### src/rtl/mbist_pkg.sv
// Shared types and the March C- element table for the MBIST controller.
package mbist_pkg;

  typedef enum logic [2:0] {
    ST_IDLE  = 3'd0,
    ST_SETUP = 3'd1,
    ST_RUN   = 3'd2,
    ST_DRAIN = 3'd3,
    ST_DONE  = 3'd4
  } state_t;

  typedef logic [2:0] elem_t;

  localparam elem_t LAST_ELEM = 3'd5;

  typedef struct packed {
    logic dir_down;   // 1 = walk addresses high to low
    logic has_read;
    logic has_write;
    logic rd_bg;      // expected background of the read op
    logic wr_bg;      // background written by the write op
  } elem_cfg_t;

  // E0 up w0 | E1 up r0,w1 | E2 up r1,w0 | E3 down r0,w1 | E4 down r1,w0 | E5 up r0
  function automatic elem_cfg_t elem_cfg(input elem_t e);
    case (e)
      3'd0:    return '{dir_down: 1'b0, has_read: 1'b0, has_write: 1'b1, rd_bg: 1'b0, wr_bg: 1'b0};
      3'd1:    return '{dir_down: 1'b0, has_read: 1'b1, has_write: 1'b1, rd_bg: 1'b0, wr_bg: 1'b1};
      3'd2:    return '{dir_down: 1'b0, has_read: 1'b1, has_write: 1'b1, rd_bg: 1'b1, wr_bg: 1'b0};
      3'd3:    return '{dir_down: 1'b1, has_read: 1'b1, has_write: 1'b1, rd_bg: 1'b0, wr_bg: 1'b1};
      3'd4:    return '{dir_down: 1'b1, has_read: 1'b1, has_write: 1'b1, rd_bg: 1'b1, wr_bg: 1'b0};
      3'd5:    return '{dir_down: 1'b0, has_read: 1'b1, has_write: 1'b0, rd_bg: 1'b0, wr_bg: 1'b0};
      default: return '{dir_down: 1'b0, has_read: 1'b0, has_write: 1'b0, rd_bg: 1'b0, wr_bg: 1'b0};
    endcase
  endfunction

endpackage

### src/rtl/mbist_cmp_pipe.sv
// Two-stage read-compare pipeline matching the memory's read latency, with a
// saturating mismatch counter. MBIST_DIAG_EN adds first-failure address/syndrome.
module mbist_cmp_pipe
  import mbist_pkg::*;
#(
  parameter int DATA_WIDTH = 8,
  parameter int ADDR_WIDTH = 4,
  parameter int CNT_WIDTH  = 8
) (
  input  logic                  clk,
  input  logic                  rst_n,
  input  logic                  clear,
  input  logic                  issue_valid,
  input  logic                  issue_bg,
`ifdef MBIST_DIAG_EN
  input  logic [ADDR_WIDTH-1:0] issue_addr,
  output logic [ADDR_WIDTH-1:0] fail_addr,
  output logic [DATA_WIDTH-1:0] fail_data,
`endif
  input  logic [DATA_WIDTH-1:0] rdata,
  output logic [CNT_WIDTH-1:0]  fail_count
);

  logic                  v1_q, v2_q;
  logic                  bg1_q, bg2_q;
  logic [DATA_WIDTH-1:0] syndrome;
  logic                  mismatch;

  assign syndrome = rdata ^ {DATA_WIDTH{bg2_q}};
  assign mismatch = v2_q && (syndrome != '0);

  always_ff @(posedge clk or negedge rst_n) begin
    if (!rst_n) begin
      v1_q  <= 1'b0;
      v2_q  <= 1'b0;
      bg1_q <= 1'b0;
      bg2_q <= 1'b0;
    end else begin
      v1_q  <= issue_valid;
      v2_q  <= v1_q;
      bg1_q <= issue_bg;
      bg2_q <= bg1_q;
    end
  end

  always_ff @(posedge clk or negedge rst_n) begin
    if (!rst_n) begin
      fail_count <= '0;
    end else if (clear) begin
      fail_count <= '0;
    end else if (mismatch && (fail_count != '1)) begin
      fail_count <= fail_count + CNT_WIDTH'(1);
    end
  end

`ifdef MBIST_DIAG_EN
  logic [ADDR_WIDTH-1:0] a1_q, a2_q;

  always_ff @(posedge clk or negedge rst_n) begin
    if (!rst_n) begin
      a1_q <= '0;
      a2_q <= '0;
    end else begin
      a1_q <= issue_addr;
      a2_q <= a1_q;
    end
  end

  // A zero count means no earlier mismatch in this test, so this one is the first.
  always_ff @(posedge clk or negedge rst_n) begin
    if (!rst_n) begin
      fail_addr <= '0;
      fail_data <= '0;
    end else if (clear) begin
      fail_addr <= '0;
      fail_data <= '0;
    end else if (mismatch && (fail_count == '0)) begin
      fail_addr <= a2_q;
      fail_data <= syndrome;
    end
  end
`endif

endmodule

### src/rtl/mbist_march_ctrl.sv
// March C- MBIST controller for a single-port memory with registered wdata and
// 2-cycle read latency. Optional diagnostics: define MBIST_DIAG_EN.
// Memory handshake: one op per cycle, no back-pressure; write_read=1 writes the
// previous cycle's mem_wdata, a read returns mem_rdata two cycles after issue.
module mbist_march_ctrl
  import mbist_pkg::*;
#(
  parameter int DATA_WIDTH = 8,
  parameter int ADDR_WIDTH = 4,
  parameter int CAPACITY   = 16,
  parameter int CNT_WIDTH  = 8
) (
  input  logic                  clk,
  input  logic                  rst_n,
  input  logic                  start,
  output logic                  busy,
  output logic                  done,
  output logic                  pass,
  output logic [CNT_WIDTH-1:0]  fail_count,
`ifdef MBIST_DIAG_EN
  output logic [ADDR_WIDTH-1:0] fail_addr,
  output logic [DATA_WIDTH-1:0] fail_data,
`endif
  output logic                  mem_write_read,
  output logic [ADDR_WIDTH-1:0] mem_address,
  output logic [DATA_WIDTH-1:0] mem_wdata,
  input  logic [DATA_WIDTH-1:0] mem_rdata,
  output logic [2:0]            dbg_state
);

  localparam logic [ADDR_WIDTH-1:0] LAST_ADDR = ADDR_WIDTH'(CAPACITY - 1);

  state_t                state_q, state_d;
  elem_t                 elem_q, elem_d;
  logic [ADDR_WIDTH-1:0] addr_q, addr_d;
  logic                  phase_q, phase_d;   // 0 = read op, 1 = write op of a two-op element
  logic                  drain_q, drain_d;
  logic [DATA_WIDTH-1:0] wdata_q, wdata_d;

  elem_cfg_t cfg_cur, cfg_enter;
  elem_t     enter_elem;
  logic      enter;
  logic      clear;
  logic      is_write;
  logic      last_op;
  logic      last_addr;
  logic      rd_issue;
  logic      cfg_unused;

  assign cfg_cur   = elem_cfg(elem_q);
  assign is_write  = cfg_cur.has_write && (!cfg_cur.has_read || phase_q);
  assign last_op   = !(cfg_cur.has_read && cfg_cur.has_write) || phase_q;
  assign last_addr = cfg_cur.dir_down ? (addr_q == '0) : (addr_q == LAST_ADDR);
  assign cfg_unused = ^{cfg_cur.wr_bg, cfg_enter.has_read, cfg_enter.has_write, cfg_enter.rd_bg};

  always_ff @(posedge clk or negedge rst_n) begin
    if (!rst_n) begin
      state_q <= ST_IDLE;
      elem_q  <= '0;
      addr_q  <= '0;
      phase_q <= 1'b0;
      drain_q <= 1'b0;
      wdata_q <= '0;
    end else begin
      state_q <= state_d;
      elem_q  <= elem_d;
      addr_q  <= addr_d;
      phase_q <= phase_d;
      drain_q <= drain_d;
      wdata_q <= wdata_d;
    end
  end

  always_comb begin
    state_d    = state_q;
    elem_d     = elem_q;
    addr_d     = addr_q;
    phase_d    = phase_q;
    drain_d    = drain_q;
    wdata_d    = wdata_q;
    enter      = 1'b0;
    enter_elem = '0;
    clear      = 1'b0;

    case (state_q)
      ST_IDLE, ST_DONE: begin
        if (start) begin
          state_d    = ST_SETUP;
          enter      = 1'b1;
          enter_elem = '0;
          clear      = 1'b1;
        end
      end
      ST_SETUP: state_d = ST_RUN;
      ST_RUN: begin
        if (!last_op) begin
          phase_d = 1'b1;
        end else if (!last_addr) begin
          phase_d = 1'b0;
          addr_d  = cfg_cur.dir_down ? addr_q - ADDR_WIDTH'(1) : addr_q + ADDR_WIDTH'(1);
        end else if (elem_q == LAST_ELEM) begin
          state_d = ST_DRAIN;
          drain_d = 1'b0;
        end else begin
          state_d    = ST_SETUP;
          enter      = 1'b1;
          enter_elem = elem_t'(elem_q + 3'd1);
        end
      end
      ST_DRAIN: begin
        if (drain_q) state_d = ST_DONE;
        else         drain_d = 1'b1;
      end
      default: state_d = ST_IDLE;
    endcase

    // wdata is loaded on entry so it is already valid during SETUP, ahead of the element's first write.
    cfg_enter = elem_cfg(enter_elem);
    if (enter) begin
      elem_d  = enter_elem;
      phase_d = 1'b0;
      addr_d  = cfg_enter.dir_down ? LAST_ADDR : '0;
      wdata_d = {DATA_WIDTH{cfg_enter.wr_bg}};
    end
  end

  assign rd_issue       = (state_q == ST_RUN) && !is_write;
  assign mem_write_read = (state_q == ST_RUN) && is_write;
  assign mem_address    = addr_q;
  assign mem_wdata      = wdata_q;
  assign busy           = (state_q == ST_SETUP) || (state_q == ST_RUN) || (state_q == ST_DRAIN);
  assign done           = (state_q == ST_DONE);
  assign pass           = done && (fail_count == '0);
  assign dbg_state      = state_q;

  mbist_cmp_pipe #(
    .DATA_WIDTH (DATA_WIDTH),
    .ADDR_WIDTH (ADDR_WIDTH),
    .CNT_WIDTH  (CNT_WIDTH)
  ) u_cmp (
    .clk         (clk),
    .rst_n       (rst_n),
    .clear       (clear),
    .issue_valid (rd_issue),
    .issue_bg    (cfg_cur.rd_bg),
`ifdef MBIST_DIAG_EN
    .issue_addr  (addr_q),
    .fail_addr   (fail_addr),
    .fail_data   (fail_data),
`else
`endif
    .rdata       (mem_rdata),
    .fail_count  (fail_count)
  );

endmodule

### config.mk
export PLATFORM = sky130hd
export DESIGN_NAME = mbist_march_ctrl
export DESIGN_NICKNAME = d
export VERILOG_FILES = /design/src/rtl/mbist_pkg.sv /design/src/rtl/mbist_cmp_pipe.sv /design/src/rtl/mbist_march_ctrl.sv
export SDC_FILE = /design/constraint.sdc
export NUM_CORES = 1
export LEC_CHECK = 0
export ABC_AREA = 1
export CAP_MARGIN = 20
export CORE_MARGIN = 2
export CORE_UTILIZATION = 45
export CTS_CLUSTER_DIAMETER = 100
export CTS_CLUSTER_SIZE = 24
export DETAILED_ROUTE_END_ITERATION = 8
export HOLD_SLACK_MARGIN = 0.08
export PLACE_DENSITY = 0.75
export SLEW_MARGIN = 20
export SYNTH_ARGS = -nofsm -noshare
export SYNTH_HDL_FRONTEND = slang
export SYNTH_SLANG_ARGS = --single-unit
### constraint.sdc
create_clock -name clk -period 1.98 [get_ports clk]
set_input_delay 0.396 -clock clk [delete_from_list [all_inputs] [get_ports clk]]
set_output_delay 0.396 -clock clk [all_outputs]
set_load 0.02 [all_outputs]
# Yosys cells after proc, flatten, opt, wreduce, memory -nomap -nowiden
# Cells that the tools add are included.
# totals
reg_bits	25
output_inout_bits	27
# classes
add_sub_neg	4
n_eq_ne	23
n_mux	35
bitwise_logic	1
n_reduce_logical	29
# op_table
operator	n
5-bit case mux with 6 select lines	2
3-bit two-way mux	8
4-bit two-way mux	6
3-bit by 2-bit == test with 1-bit output, second input constant	6
8-bit two-way mux	2
3-bit == test, second input constant	5
1-bit two-way mux	13
2-bit inequality test, second input constant	6
3-bit case mux with 4 select lines	1
3-bit by 1-bit == test with 1-bit output, second input constant	3
3-bit zero test	3
8-bit by 1-bit adder with 8-bit output, second input constant	1
8-bit zero test	1
8-bit inequality test, second input constant	1
4-bit AND reduction	2
2-bit nonzero test	4
8-bit nonzero test	1
8-bit bitwise XOR	1
1-bit logical AND	7
4-bit by 1-bit adder with 4-bit output, second input constant	1
4-bit == test, second input constant	1
4-bit zero test	1
1-bit logical OR	4
1-bit case mux with 2 select lines	2
other kinds (8)	10

# Longest topological paths before layout
# Gate-level depths: netlist of the first run.
# depth
word_depth	11
ltp_mapped	16
ltp_nobuf	16

# Cells and area by module
# A second synthesis of the first run with hierarchy kept.
# hier_totals
hier_cells	240
hier_area_um2	1766.7
# by_module_without_submodules
module	n_inst	cells_each	area_per_inst_um2	seq_area_each_um2
mbist_march_ctrl	1	139	1029.7	325.3
mbist_cmp_pipe	1	101	737.0	300.3

# Worst setup path before layout of the first run
# No wires, ideal clock.
# synth_path
path_kind	register -> register
from	register elem_q[1]
to	register addr_q[3], in the netlist mem_address[3]
setup_time_ns	0.123
arrival_time_ns	1.971
required_time_ns	1.857
setup_slack_ns	-0.115
path_stages_with_launch	17
path_buffers	0
period_less_slack_ns	2.095
cell_sequence	dfrtp_1 nand2_1 inv_2 ha_1 inv_1 nor2_2 nand2_4 nand2_4 ha_1 nand3_1 nand3_1 nand2_1 nand2_1 nand2_1 nand2_1 o211ai_1 a21oi_2
# synth_between
elab_chain_cells	11
elab_cells_between_ends	37
cone_classes	1 x add/sub; 11 x eq/ne; 17 x mux; 8 x reduce/logical
# synth_lines
element	line_no	source
start: declaration	mbist_march_ctrl.sv:34	elem_t elem_q, elem_d;
start signal: assignment	mbist_march_ctrl.sv:66	elem_q <= elem_d;
3-bit == test (tied with other cells)	mbist_pkg.sv:26, mbist_march_ctrl.sv:101	
5-bit case mux with 6 select lines	mbist_pkg.sv:26	case (e)
1-bit logical AND	mbist_march_ctrl.sv:52	assign last_op = !(cfg_cur.has_read && cfg_cur.has_write) || phase_q;
1-bit zero test	mbist_march_ctrl.sv:52	
1-bit logical OR	mbist_march_ctrl.sv:52	
3-bit two-way mux	mbist_march_ctrl.sv:96	if (!last_op) begin
3-bit two-way mux	-	
3-bit == test (tied with other cells)	mbist_pkg.sv:26	
5-bit case mux with 6 select lines	mbist_pkg.sv:26	
4-bit two-way mux	mbist_march_ctrl.sv:122	addr_d = cfg_enter.dir_down ? LAST_ADDR : '0;
4-bit two-way mux	mbist_march_ctrl.sv:119	if (enter) begin
end signal: assignment	mbist_march_ctrl.sv:67	addr_q <= addr_d;
end: declaration	mbist_march_ctrl.sv:35	logic [ADDR_WIDTH-1:0] addr_q, addr_d;
# Several ways; a longest one is shown, not always the timed one. The select of a mux whose other input is x is not followed.
# A chain may end at the register's enable or synchronous reset.

# Worst setup path after layout of the first run
# layout_path
from	register elem_q[0]
to	register addr_q[3], in the netlist mem_address[3]
# Same word-level chain as after synthesis.

==> results of run 1 <==
cell families (layout without fill, tap and decap cells):
kind of cell	count (synthesis)	in the layout
adders and majority gates	6	6
AOI/OAI and AO/OA	21	21
buffers and inverters	41	106
and+or+nand+nor	121	121
xor gates and xnor gates	7	7
DFF	25	25
per-layer routing:
layer	vias to the layer above	GRT usage	share of wire
met5	-	0	0
li1	852	-	-
met2	34	0.359	0.50
met1	776	0.247	0.44
met4	0	0.0663	0.0091
met3	2	0.0253	0.044
stage by stage:
stage	hold WS, ns	cell area (µm²)	setup TNS, ns	cells	power, mW
after floorplan	0.100	1800	0	221	1.97
after global placement	0.332	2370	-0.0479	324	2.63
after global routing	0.364	2520	-0.227	334	3.23
after detailed placement	0.342	2370	-0.0994	324	2.67
after CTS	0.352	2460	-0.000117	330	2.97
final	0.354	2520	0	334	2.99
cells in the mapped netlist, drive strengths merged:
library cell and number:
a21oi 8, nand3 31, nor4 1, clkbuf 1
nor3 8, xor2 6, nand4 8, xnor2 1
o21ai 6, buf 8, ha 5, nand2 49
nor2 24, a32oi 1, o211ai 4, dfrtp 25
a31oi 2, fa 1, inv 32
state kept, by name, indices dropped and copies added (netlist names):
register / flops
mem_address: 4
phase_q: 1
mem_wdata: 1
u_cmp.v2_q: 1
dbg_state: 3
u_cmp.bg1_q: 1
u_cmp.fail_count: 8
u_cmp.bg2_q: 1
elem_q: 3
u_cmp.v1_q: 1
drain_q: 1
report_power, final:
part	internal, mW	total (mW)	switching (mW)
Clock	0.144	0.305	0.162
Combinational	0.822	1.85	1.03
Sequential	0.647	0.837	0.190
worst max-delay path by stage:
stage               from        endpoint
2_1_floorplan  elem_q[1]  mem_address[3]
3_3_place_gp   elem_q[0]  mem_write_read
3_5_place_dp   elem_q[0]  mem_write_read
4_1_cts        elem_q[1]  mem_address[3]
5_1_grt        elem_q[0]  mem_address[3]
6_report       elem_q[0]  mem_address[3]
final cells by class:
class	count	share of cell area
clock buffers	4	0.0179
multi-input cells	155	0.419
flip-flops and latches	25	0.249
repair buffers	70	0.241
inverters	32	0.0497
well taps	48	0.0238
critical path, stage by stage, from the launching register on:
cell and delay (ns):
dfrtp_1 0.40, nand2_2 0.08, inv_2 0.05, ha_4 0.16
inv_4 0.06, nor2_4 0.03, nand2_4 0.09, nand2_8 0.08
ha_4 0.27, nand3_2 0.09, nand4_1 0.13, nand2_1 0.06
nand2_1 0.05, nand2_1 0.04, o211ai_1 0.18, a21oi_2 0.07
repair_timing:
action | 4_1_cts | 5_1_grt
pin swaps | 4 | 10
gates resized for setup | 12 | 14
endpoints found under the setup margin | 5 | 12
setup buffers | 2 | 4
==> reports/metrics.yaml, run 1 <==
outcome:
  outcome: "finished clean"
clock_network:
  cts_hold_buf: 0
  cts_buffers: 3
  clk_pin_slew_ns: 0.09
  htreeDepth: 1
  cts_sinks: 25
  clkLatencyLatePin_ns: 0.27
  cts-root-buf: "clkbuf_8"
  ctsLongestPathBuffers: 2
  cts_tree: "done"
synth:
  synth_top_area_frac: 0.353
  syn_inst: 221
  ys_seq_area_frac: 0.353
  synth_fa_ha_area_frac: 0.0466
  muxShareOfSynthArea: 0
  synth_area_um2: 1770
  ys_types: 32
  synth_nets: 238
  ys_seq_elements: 25
  synth_top_family_by_area: "simple AND/OR/NAND/NOR gates"
  synth.top_cells.by_area: "dfrtp_1, nand2_1, nand3_1"
  synth-xor-area-share: 0.0346
  synth_warnings: 0
  syn_avg_cell_area_um2: 8.02
  synth-compound-area-share: 0.0769
  synth-simple-area-share: 0.387
  yosys.area.top_type: "dfrtp_1"
sta:
  layout_setup_ws_ns: 0.0279
  setup_violations: 0
  worst_pin_slew_ns: 0.326
  max_freq_mhz: 512
  fin_crit_sh: 0.986
  rsz0062_at_grt: "yes"
  hold_viol: 0
  post-route-min-period_ns: 1.95
  relSlewSlack: 0.783
  clock_skew_ns: 0.00756
  slew_violations: 0
layout:
  final_cell_mix: "nand2_1, buf_4, clkdlybuf4s50_1"
  syn2layout_area_growth_pct: 42.1
  final_common_cell: "nand2_1"
  drive_above_1_share: 0.301
  insertedDiodeCount: 0
  seqCellArea_um2: 627
  nNetsFinal: 304
  multi_input_area_um2: 1050
  utilization: 0.678
  nFillCells: 324
route:
  dr.pass1.iters: 4
  drcViolationCount: 0
  final_antenna_net_count: 0
  drtIter0Drc: 63
  drt_wl_total_um: 4180
  vias: 1664
  wl_per_cell_um: 12.5
  vias_per_cell: 4.98
grt:
  grt_max_degree: 26
  antenna_found_initial: 0
  grt_pass1_wl_um: 6810
  grt_overflow_total: 0
  grt_pass1_vias: 1534
  track_usage: 0.200
critical_path:
  rrSetupSlack_ns: 0.03
  r2r_end: "mem_address[3]"
  cp.required_ns: 2.13
  cp-start-kind: "flip-flop"
  cp-end-kind: "flip-flop"
  r2r_cells: 15
  critical_path_class: "flip-flop to flip-flop"
  path_max_fanout: 5
  rr_startpoint: "elem_q[0]"
  worst_ep_arrival_time_ns: 2.10
die:
  die_h_um: 66.8
  ios: 38
  fp.coreArea_um2: 3720
  row_count: 22
  die_w_um: 66.8
  start_util: 0.477
  fp.dieArea_um2: 4460
hold_path:
  hold_depth: 0
  hold_start: "u_cmp.bg1_q"
  worst_hold_path.endpoint: "u_cmp.bg2_q"
  hold_class: "flip-flop to flip-flop"
power:
  p_per_area_nw_per_um2: 1190
  ir_drop_mv: 0.697
  power_leakage_nw: 1.25
place:
  hpwl_um: 3190
  place_congestion: 0.819
  pre_cts_slack_ns: -0.0874
  portBuffers: 37
job:
  maxCapViolCount: 0
(Power assumes the default switching activity.)
==> run 2, diff against run 1 <==
--- a/config.mk
+++ b/config.mk
@@ -13,7 +13,7 @@
 export CTS_CLUSTER_SIZE = 24
 export DETAILED_ROUTE_END_ITERATION = 8
 export HOLD_SLACK_MARGIN = 0.08
-export PLACE_DENSITY = 0.75
+export PLACE_DENSITY = 0.72
 export SLEW_MARGIN = 20
 export SYNTH_ARGS = -nofsm -noshare
 export SYNTH_HDL_FRONTEND = slang
==> constraint.sdc (replaced) <==
create_clock -name clk -period 2.15 [get_ports clk]
set_input_delay 0.43 -clock clk [delete_from_list [all_inputs] [get_ports clk]]
set_output_delay 0.43 -clock clk [all_outputs]
set_load 0.02 [all_outputs]
==> run 2 against run 1 <==
Against the previous run: sequential share of layout area increased by 2.0 points; clock skew increased by 0.0019 ns; maximum frequency decreased by 4.8%; via count decreased by 3.8%; cell count decreased by 5.4%; highest routed layer unchanged.
==> reports/metrics.yaml, run 2 (synthesis results as in run 1) <==
sta:
  post-route-min-period_ns: 2.05  # +0.0979 ns
  relSlewSlack: 0.765  # -0.0178
  setup_violations: 0  # unchanged
  slew_violations: 0  # unchanged
  layout_setup_ws_ns: 0.100  # +0.0721 ns
  worst_pin_slew_ns: 0.352  # +0.0262 ns
  hold_viol: 0  # unchanged
  fin_crit_sh: 0.953  # -0.0324
  max_freq_mhz: 488  # -4.8%
  clock_skew_ns: 0.00946  # +0.00189 ns
layout:
  nNetsFinal: 286  # -5.9%
  final_common_cell: "nand2_1"
  syn2layout_area_growth_pct: 31.3
  largest-register: "u_cmp.fail_count"
  design_area_um2: 2330  # -7.6%
  largest_reg_flops: 8  # unchanged
  insertedDiodeCount: 0  # unchanged
  final_cell_mix: "nand2_1, clkdlybuf4s50_1, dfrtp_1"
  drive_above_1_share: 0.224  # -0.0768
  utilization: 0.627  # -0.0515
critical_path:
  critical_path_class: "flip-flop to flip-flop"
  rr_startpoint: "elem_q[1]"
  cp-start-kind: "flip-flop"
  cp_slowest_cell: "dfrtp_1"
  cp_slowest_stage_delay_ns: 0.40  # about the same
  cp.depth: 12  # -3
  path_max_fanout: 5  # unchanged
  worst-path-buf-inv: 3  # +1
  cp.required_ns: 2.31  # +0.18 ns
  critical_path.startpoint: "elem_q[1]"
  crit_family: "adder cells"
  cp-end-kind: "flip-flop"
  path_cells: "nand2_2 -> inv_2 -> ha_2 -> inv_2 -> nor2_4 -> nand2_4 -> nand2_4 -> buf_4 -> fa_1 -> xor2_1 -> o211ai_1 -> a21oi_2"
  r2r_cells: 12  # -3
  worst_ep_arrival_time_ns: 2.21  # +0.11 ns
die:
  start_util: 0.477  # unchanged
  ios: 38  # unchanged
  die_w_um: 66.8  # unchanged
  fp.dieArea_um2: 4460  # unchanged
  die_h_um: 66.8  # unchanged
  row_count: 22  # unchanged
  fp.coreArea_um2: 3720  # unchanged
grt:
  antenna_found_initial: 0  # unchanged
  grt_max_degree: 26  # unchanged
  grt_pass1_vias: 1444  # -5.9%
  grt_overflow_total: 0  # unchanged
  track_usage: 0.183  # -0.0179
  grt_pass1_wl_um: 6400  # -6.1%
route:
  vias: 1600  # -3.8%
  final_antenna_net_count: 0  # unchanged
  drcViolationCount: 0  # unchanged
  dr.pass1.iters: 4  # unchanged
  drt_wl_total_um: 3780  # -9.4%
  drtIter0Drc: 87  # +38%
  wl_met3_um: 187  # +1.1%
  met2_length_um: 1760  # -16%
  wl_per_cell_um: 12.0  # -4.3%
  drt-met1-wl_um: 1820  # -2.0%
  top_layer: "met4"
  vias_per_cell: 5.06  # +1.6%
power:
  ir_drop_mv: 0.672  # -3.5%
  p_per_area_nw_per_um2: 1140  # -4.2%
  power_leakage_nw: 1.16  # -6.8%
  design_power_total_mw: 2.65  # -11%
clock_network:
  cts_buffers: 3  # unchanged
  clkLatencyLatePin_ns: 0.27  # about the same
  cts_hold_buf: 0  # unchanged
  cts-root-buf: "clkbuf_8"
  clk_pin_slew_ns: 0.09  # about the same
  cts_sinks: 25  # unchanged
  cts_tree: "done"
  ctsLongestPathBuffers: 2  # unchanged
  htreeDepth: 1  # unchanged
job:
  maxCapViolCount: 0  # unchanged
hold_path:
  hold_class: "flip-flop to flip-flop"
  hold_start: "u_cmp.bg1_q"
  hold_depth: 0  # unchanged
place:
  place_congestion: 0.907  # +11%
  pre_cts_slack_ns: 0.0135  # +0.101 ns
  portBuffers: 37  # unchanged
  placed_area_um2: 2250  # -5.4%
  hpwl_um: 2930  # -8.2%
outcome:
  outcome: "finished clean"
[run 2: changes by cell type in the layout (fill, tap and decap cells not counted), sizes merged]
cell / delta
clkbuf: -2
clkdlybuf4s50: +1
buf: -18
clkinvlp: +1
dlygate4sd2: -1
dlymetal6s2s: +1
[run 2: power breakdown]
group / internal (mW) / switching (mW) / total, mW
registers: 0.596 / 0.162 / 0.758
clock network: 0.131 / 0.157 / 0.289
logic: 0.693 / 0.911 / 1.60
[run 2: final timing paths]
path | slack, ns | endpoint
max reg2reg | 0.10 | mem_address[2]
max in group asynchronous | 1.38 | dbg_state[0]
max | 0.10 | mem_address[2]
min reg2reg | 0.36 | u_cmp.bg2_q
min | 0.36 | u_cmp.bg2_q
min in group asynchronous | 0.52 | u_cmp.fail_count[4]
[run 2: worst register-to-register path: stages (launching register included)]
cell and delay (ns):
dfrtp_1 0.40, nand2_2 0.09, inv_2 0.04, ha_2 0.17, inv_2 0.08, nor2_4 0.04, nand2_4 0.07, nand2_4 0.07
buf_4 0.15, fa_1 0.37, xor2_1 0.17, o211ai_1 0.20, a21oi_2 0.07
[run 2: what timing repair did]
action | 4_1_cts | 5_1_grt
setup endpoints to repair | 2 | 7
pin swaps | 0 | 1
buffers inserted | 0 | 1
resized for setup | 4 | 9
[run 2: final cells by class]
class	count	area, µm²
Clock buffer	3	41.3
Clock inverter	1	7.51
Fill cell	326	1390
Inverter	32	120
Multi-Input combinational cell	155	993
Sequential cell	25	627
Tap cell	48	60.1
Timing Repair Buffer	52	479
[run 2: stage by stage]
stage                     cells  setup TNS (ns)  hold WS (ns)
after CTS                   315               0         0.356
after detailed placement    311               0         0.336
final                       316               0         0.356
after global placement      311               0         0.333
after floorplan             221               0         0.134
after global routing        316        -0.00279         0.359
[run 2: metal layers]
layer,global-route usage,vias to the layer above
li1,-,817
met1,0.252,745
met2,0.304,36
met3,0.0270,2
met4,0.0383,0
met5,0,-
